`config.mk`:
```
export PLATFORM = sky130hd
export DESIGN_NAME = render_cmd_packer
export DESIGN_NICKNAME = d
export VERILOG_FILES = /design/src/rtl/render_cmd_packer.sv
export SDC_FILE = /design/constraint.sdc
export NUM_CORES = 1
export LEC_CHECK = 0
export CORE_MARGIN = 4
export CORE_UTILIZATION = 56
export DETAILED_ROUTE_END_ITERATION = 10
export GPL_ROUTABILITY_DRIVEN = 0
export PLACE_DENSITY = 0.86
export SLEW_MARGIN = 20
export SYNTH_ARGS = -nofsm -noshare
export SYNTH_HDL_FRONTEND = slang
export SYNTH_SLANG_ARGS = --single-unit
```
`constraint.sdc`:
```
create_clock -name clk50 -period 5.7 [get_ports clk50]
set_input_delay 1.14 -clock clk50 [delete_from_list [all_inputs] [get_ports clk50]]
set_output_delay 1.14 -clock clk50 [all_outputs]
set_load 0.02 [all_outputs]
```
`src/rtl/render_cmd_packer.sv`:
```
// HPS byte-register front end that assembles 6-byte render commands and
// pushes each completed word into the render queue, tolerating queue back-pressure.
module render_cmd_packer #(
  parameter int unsigned WORD_BYTES = 6,
  parameter int unsigned CNT_W      = 8
) (
  input  logic                    clk50,
  input  logic                    reset_reg,
  input  logic                    hps_chipselect,
  input  logic                    hps_write,
  input  logic                    hps_read,
  input  logic [2:0]              hps_address,
  input  logic [7:0]              hps_writedata,
  output logic [7:0]              hps_readdata,
  input  logic                    q_full,
  output logic                    q_we,
  output logic [WORD_BYTES*8-1:0] q_din,
  output logic                    busy
);

  localparam int unsigned     WORD_W      = WORD_BYTES * 8;
  localparam logic [2:0]      COMMIT_ADDR = 3'(WORD_BYTES - 1);
  localparam logic [2:0]      CTRL_ADDR   = 3'd6;
  localparam logic [2:0]      DROP_ADDR   = 3'd7;
  localparam logic [3:0]      ERR_MAX     = 4'hF;
  localparam logic [CNT_W-1:0] DROP_MAX   = '1;

  typedef enum logic [1:0] {IDLE, PUSH, STALL} state_e;

  state_e                  state_q, state_d;
  logic [7:0]              byte_q [WORD_BYTES];
  logic [7:0]              byte_d [WORD_BYTES];
  logic [WORD_BYTES-1:0]   mask_q, mask_d;
  logic [WORD_W-1:0]       stage_q, stage_d;
  logic [3:0]              err_q, err_d;
  logic [CNT_W-1:0]        drop_q, drop_d;
  logic [7:0]              rdata_q, rdata_d;
  logic [WORD_W-1:0]       word_c;

  logic wr_c, rd_c, stall_c, free_c;

  assign wr_c    = hps_chipselect && hps_write;
  assign rd_c    = hps_chipselect && hps_read;
  assign stall_c = (state_q == STALL);
  // Staging can take a new word when empty or when its word leaves this cycle.
  assign free_c  = (state_q == IDLE) || ((state_q == PUSH) && !q_full);

  assign busy         = (state_q != IDLE);
  assign q_din        = stage_q;
  assign hps_readdata = rdata_q;

  always_comb begin
    state_d = state_q;
    byte_d  = byte_q;
    mask_d  = mask_q;
    stage_d = stage_q;
    err_d   = err_q;
    drop_d  = drop_q;
    rdata_d = rdata_q;
    q_we    = 1'b0;
    word_c  = '0;

    case (state_q)
      IDLE:  state_d = IDLE;
      PUSH: begin
        if (q_full) begin
          state_d = STALL;
        end else begin
          q_we    = 1'b1;
          state_d = IDLE;
        end
      end
      STALL: if (!q_full) state_d = PUSH;
      default: state_d = IDLE;
    endcase

    if (wr_c) begin
      for (int unsigned k = 0; k < WORD_BYTES; k++) begin
        if (hps_address == 3'(k)) begin
          byte_d[k] = hps_writedata;
          mask_d[k] = 1'b1;
        end
      end

      // Commit sees the final byte already latched and its mask bit set.
      if (hps_address == COMMIT_ADDR) begin
        mask_d = '0;
        for (int unsigned k = 0; k < WORD_BYTES; k++) begin
          word_c[WORD_W-1-8*k -: 8] = byte_d[k];
        end
        if (&(mask_q | {1'b1, {(WORD_BYTES-1){1'b0}}})) begin
          if (free_c) begin
            stage_d = word_c;
            state_d = PUSH;
          end else if (drop_q != DROP_MAX) begin
            drop_d = drop_q + CNT_W'(1);
          end
        end else if (err_q != ERR_MAX) begin
          err_d = err_q + 4'd1;
        end
      end

      if (hps_address == CTRL_ADDR) begin
        if (hps_writedata[0]) begin
          err_d  = '0;
          drop_d = '0;
        end
        if (hps_writedata[1]) mask_d = '0;
      end
    end

    if (rd_c) begin
      if (hps_address == CTRL_ADDR) begin
        rdata_d = {err_q, 1'b0, stall_c, busy, &mask_q};
      end else if (hps_address == DROP_ADDR) begin
        rdata_d = 8'(drop_q);
      end else begin
        for (int unsigned k = 0; k < WORD_BYTES; k++) begin
          if (hps_address == 3'(k)) rdata_d = byte_q[k];
        end
      end
    end
  end

  always_ff @(posedge clk50 or posedge reset_reg) begin
    if (reset_reg) begin
      state_q <= IDLE;
      mask_q  <= '0;
      stage_q <= '0;
      err_q   <= '0;
      drop_q  <= '0;
      rdata_q <= '0;
      for (int unsigned k = 0; k < WORD_BYTES; k++) byte_q[k] <= '0;
    end else begin
      state_q <= state_d;
      mask_q  <= mask_d;
      stage_q <= stage_d;
      err_q   <= err_d;
      drop_q  <= drop_d;
      rdata_q <= rdata_d;
      for (int unsigned k = 0; k < WORD_BYTES; k++) byte_q[k] <= byte_d[k];
    end
  end

endmodule

```
=== Word-level counts from Yosys, hierarchy flattened ===
Cells that the tools add are included.

* Flip-flop bits (word level): 124
* Logic and storage cells: 80
* Input port bits: 17
* Output and inout bits: 58

* Muxes and demuxes: 42
* Eq/ne operators: 11
* Add/sub/neg operators: 2
* Reductions and logical operators: 13

{| class="wikitable"
|+ Operators by type and width
! operator !! number
|-
| 8-bit two-way mux || 20
|-
| 4-bit two-way mux || 5
|-
| 6-bit two-way mux || 3
|-
| 3-bit equality test (second input constant) || 4
|-
| 2-bit two-way mux || 6
|-
| 8-bit by 1-bit adder with 8-bit output (second input constant) || 1
|-
| 8-bit inequality test (second input constant) || 1
|-
| 8-bit AND reduction || 1
|-
| 8-bit nonzero test || 1
|-
| 1-bit two-way mux || 7
|-
| 3-bit by 2-bit equality test with 1-bit output (second input constant) || 2
|-
| 6-bit AND reduction || 1
|-
| 5-bit AND reduction || 1
|-
| 4-bit by 1-bit adder with 4-bit output (second input constant) || 1
|-
| 4-bit inequality test (second input constant) || 1
|-
| 2-bit one-hot mux with 2 select lines || 1
|-
| 3-bit by 1-bit equality test with 1-bit output (second input constant) || 1
|-
| 1-bit logical AND || 3
|-
| 3-bit zero test || 1
|-
| 2-bit by 1-bit equality test with 1-bit output (second input constant) || 1
|-
| 2-bit equality test (second input constant) || 1
|-
| 2-bit zero test || 1
|-
| 2-bit AND reduction || 1
|-
| 2-bit nonzero test || 1
|-
| other kinds (2) || 2
|}

=== Depth between registers and ports, before layout ===
* Depth after elaboration: 9
* Mapped depth: 7
* Mapped depth without buffers: 6

=== Worst setup path before layout ===
Ideal clock, no wire load.

* Path type: input-to-output
* From: in q_full
* To: out q_we
* Arrival: 1524 ps
* Path slack: 3036 ps
* Required time: 4560 ps
* Stages on the path: 1
* Path through: nor2b_1

* Longest elaborated chain between the ends: 2

{| class="wikitable"
|+ RTL lines
! item !! RTL line !! source
|-
| start: declaration || 15 || <nowiki>input logic q_full,</nowiki>
|-
| 1-bit two-way mux || 66 || <nowiki>if (q_full) begin</nowiki>
|-
| 1-bit two-way mux || 63 || <nowiki>case (state_q)</nowiki>
|-
| end: declaration || 16 || <nowiki>output logic q_we,</nowiki>
|}

No other way between the ends.

=== Worst setup path after layout ===
* From: in hps_address[1]
* To: reg stage_q[41] (netlist: q_din[41])

* Longest elaborated chain between the ends: 2
* Elaborated cells on any way between the ends: 4
* Those cells by class: eq/ne (1); mux (1); reduce/logical (2)

{| class="wikitable"
|+ RTL lines
! item !! RTL line !! source
|-
| start: declaration || 12 || <nowiki>input logic [2:0] hps_address,</nowiki>
|-
| 3-bit equality test / 3-bit zero test (equally long branches) || 86, 79 ||
|-
| 8-bit AND reduction (no line) / 8-bit two-way mux (equally long branches) || - ||
|-
| end signal: assignment || 137 || <nowiki>stage_q <= stage_d;</nowiki>
|-
| end: declaration || 34 || <nowiki>logic [WORD_W-1:0] stage_q, stage_d;</nowiki>
|}

Parallel ways exist; a longest one is shown, timed or not.
A chain may end at the register's enable or synchronous reset.

==> key figures <==
Run status
  – Status: finished clean

STA
  – Final Max Tran Viols: 0
  – Hold WS: 0.4826 ns
  – Setup Viol. Count Final: 0
  – Slew margin rel.: 0.3552
  – Worst Clk Skew: 0.008209 ns
  – Fmax: 259.5 MHz
  – Post-Route Setup TNS: 0 ns
  – Clock period minus final worst setup slack: 3.853 ns
  – Final Hold Violating Endpoints: 0
  – RSZ-0062 raised after global routing: false
  – Worst slew pin tran: 0.9619 ns
  – Tcrit/Tclk final: 0.6760
  – Post-route setup slack: 1.847 ns

Setup path
  – Crit start category: primary input
  – CP Buf/Inv Count: 1
  – Critical path's slowest cell: clkdlybuf4s50_1
  – CP max FO: 50
  – Required @ worst endpoint: 5.99 ns
  – WS Path Type: in -> reg
  – Cell Chain, Critical Path: clkdlybuf4s50_1 -> and3b_1 -> nand4_4 -> nor2_8 -> mux2_1
  – CP max stage delay: 0.90 ns
  – RR Startpoint: state_q[1]
  – Crit path from: hps_address[1]
  – CP delay by family, top: simple AND/OR/NAND/NOR gates
  – Crit path DAT: 4.15 ns
  – Crit. End Element: flop

Finish
  – Multi-input combinational cell area: 0.003014 mm2
  – Final #Nets: 589
  – Most common cell after layout, fill and taps aside: dfrtp_1
  – Layout area overhead: 18.72%
  – Post-route design area: 0.007602 mm2
  – Layout cells sized above 1: 0.2765
  – FILL cells: 784
  – Commonest cells after routing, fill and taps aside: dfrtp_1, mux2_2, clkdlybuf4s50_1
  – N_diodes: 0
  – Storage cell area: 0.003103 mm2
  – Final Util: 0.6892
  – Fin cells: 715

CTS
  – Num CTS Buffers: 17
  – CTS max path bufs: 2
  – Setup bufs post-CTS: 0
  – Clock latency on the worst-skew pair: 0.41 ns
  – Post-CTS Hold Buffers: 0
  – Clock slew at reported path FFs: 0.06 ns
  – CTS resizes: 0
  – CTS H-tree depth: 4
  – Clock Sinks: 124
  – CTS Root Buffer Type: clkbuf_16
  – CTS tree: built

Routing
  – # DRC: 0
  – Wire per inst: 21.25 um
  – Routed WL: 15190 um
  – Total number of vias: 4330
  – Pre-Repair DR Iteration Count: 6
  – Iteration-0 DRC Markers: 344
  – Via density: 6.056
  – Antenna Nets Post-Route: 0

Synth
  – Yosys warns: 0
  – Syn Std Cell Area: 0.006404 mm2
  – Post-synthesis sequential area ratio: 0.4846
  – Avg Cell Area, Syn: 12.68 um2
  – Post-Syn Instances: 505
  – #FFs+latches synth: 124
  – Yosys cell types: 51
  – Mapped Nets: 527

Run
  – Max-cap viol count: 0

Die
  – Starting Density: 0.5805
  – # rows: 38
  – DIE AREA: 0.01321 mm2
  – Die X: 114.9 um
  – Die H: 114.9 um
  – Core area: 0.01103 mm2
  – I/O pins: 75

Global routing
  – Overflow left after global routing: 0
  – Initial antenna violation count: 0
  – Met1 usage: 0.3331
  – Routing usage on met3: 0.06474
  – Vias in the first global route: 4620
  – Largest net degree at the start of global routing: 64
  – GR Layer Usage met2: 0.3789
  – Gr busiest metal: met2
  – Total track usage: 0.2452
  – Global-route wire length before repair: 25020 um

Place
  – Worst slack, placed: 1.479 ns
  – Port bufs: 74
  – Cells after DPL: 688
  – HPWL Detailed: 10290 um
  – Placed Area: 0.007096 mm2

Hold path
  – Hold Crit Start: hps_readdata[2]
  – Hold Crit Class: reg -> reg

Power
  – Post-layout total power: 2.420 mW
  – Pleak: 3.417 nW
  – Power density over cell area: 318.3 mW/mm2
  – Worst vdd ir: 174.7 uV
==> routing by layer <==
metal	vias to the layer above	wire, um
met2	176	7239
met1	2162	6544
li1	1954	-
met5	-	0
met3	38	1002
met4	0	404
==> report_power, final <==
group          total (mW)  internal (mW)  switching, mW
logic               0.393          0.212          0.181
clock network       0.942          0.586          0.356
registers            1.09          0.990         0.0947
total                2.42           1.79          0.632
==> worst register-to-register path, stage by stage, from the launching register on <==
cell and delay [ns]:
dfrtp_1 0.40, inv_1 0.09, ha_1 0.16, nor2b_1 0.22, nor2_2 0.14, nor2_8 0.74
mux2_1 0.44
==> worst paths after layout <==
| kind | slack [ns] | to | cells past startpoint |
|---|---|---|---|
| setup / recovery | 1.85 | q_din[41] | 5 |
| hold / removal | 0.48 | hps_readdata[2] | 2 |
| setup reg to reg | 3.39 | q_din[41] | 6 |
| hold reg to reg | 0.48 | hps_readdata[2] | 2 |
| max in group asynchronous | 3.70 | byte_q[8] | 3 |
| min in group asynchronous | 0.98 | byte_q[34] | 2 |
==> cell type report <==
cell class | count | area share
multi-input combinational | 338 | 0.3965
clock inverter | 3 | 0.001975
timing repair buffer | 78 | 0.1014
sequential | 124 | 0.4082
clock buffer | 24 | 0.06468
inverter | 8 | 0.004279
tap | 140 | 0.02304
==> cells in the mapped netlist (all sizes together) <==
cell type	n	area share
nand2	45	0.026
dfrtp	124	0.48
and3	6	0.0059
nand4	8	0.010
buf	23	0.033
o31ai	3	0.0035
nand3	6	0.0066
a21oi	13	0.010
o21bai	1	0.0012
mux2	143	0.26
mux2i	9	0.014
mux4	5	0.018
a221o	2	0.0031
nand2b	6	0.0059
a31o	2	0.0027
nand4b	1	0.0014
a22o	1	0.0014
nor2b	5	0.0049
a31oi	7	0.0068
clkbuf	12	0.0070
ha	5	0.0098
or4	1	0.0012
and3b	2	0.0027
and4	3	0.0041
inv	8	0.0047
o21ai	12	0.0094
o211ai	1	0.0012
nor3	8	0.0086
a211oi	6	0.0070
a221oi	4	0.0055
o21a	7	0.0082
nor4	2	0.0020
nor2	11	0.012
or2	1	0.00098
and4b	3	0.0047
nor3b	1	0.0012
nand3b	1	0.0031
and2	7	0.0068
==> cell families (layout without fill, tap and decap cells) <==
logic type | Yosys count | count (layout) | share of synthesized area
AO/OA/AOI/OAI | 59 | 59 | 0.06018
AND/OR/NAND/NOR | 117 | 117 | 0.1082
buffers and inverters | 43 | 113 | 0.04474
adder cells (fa/ha/maj) | 5 | 5 | 0.009769
multiplexers | 157 | 157 | 0.2925
flip-flops | 124 | 124 | 0.4846
==> flip-flops by register name (all words and copies together), names as in the netlist <==
register,count
byte_q,48
q_din,48
drop_q,8
hps_readdata,8
mask_q,6
err_q,4
state_q,2
(Power assumes the default switching activity.)
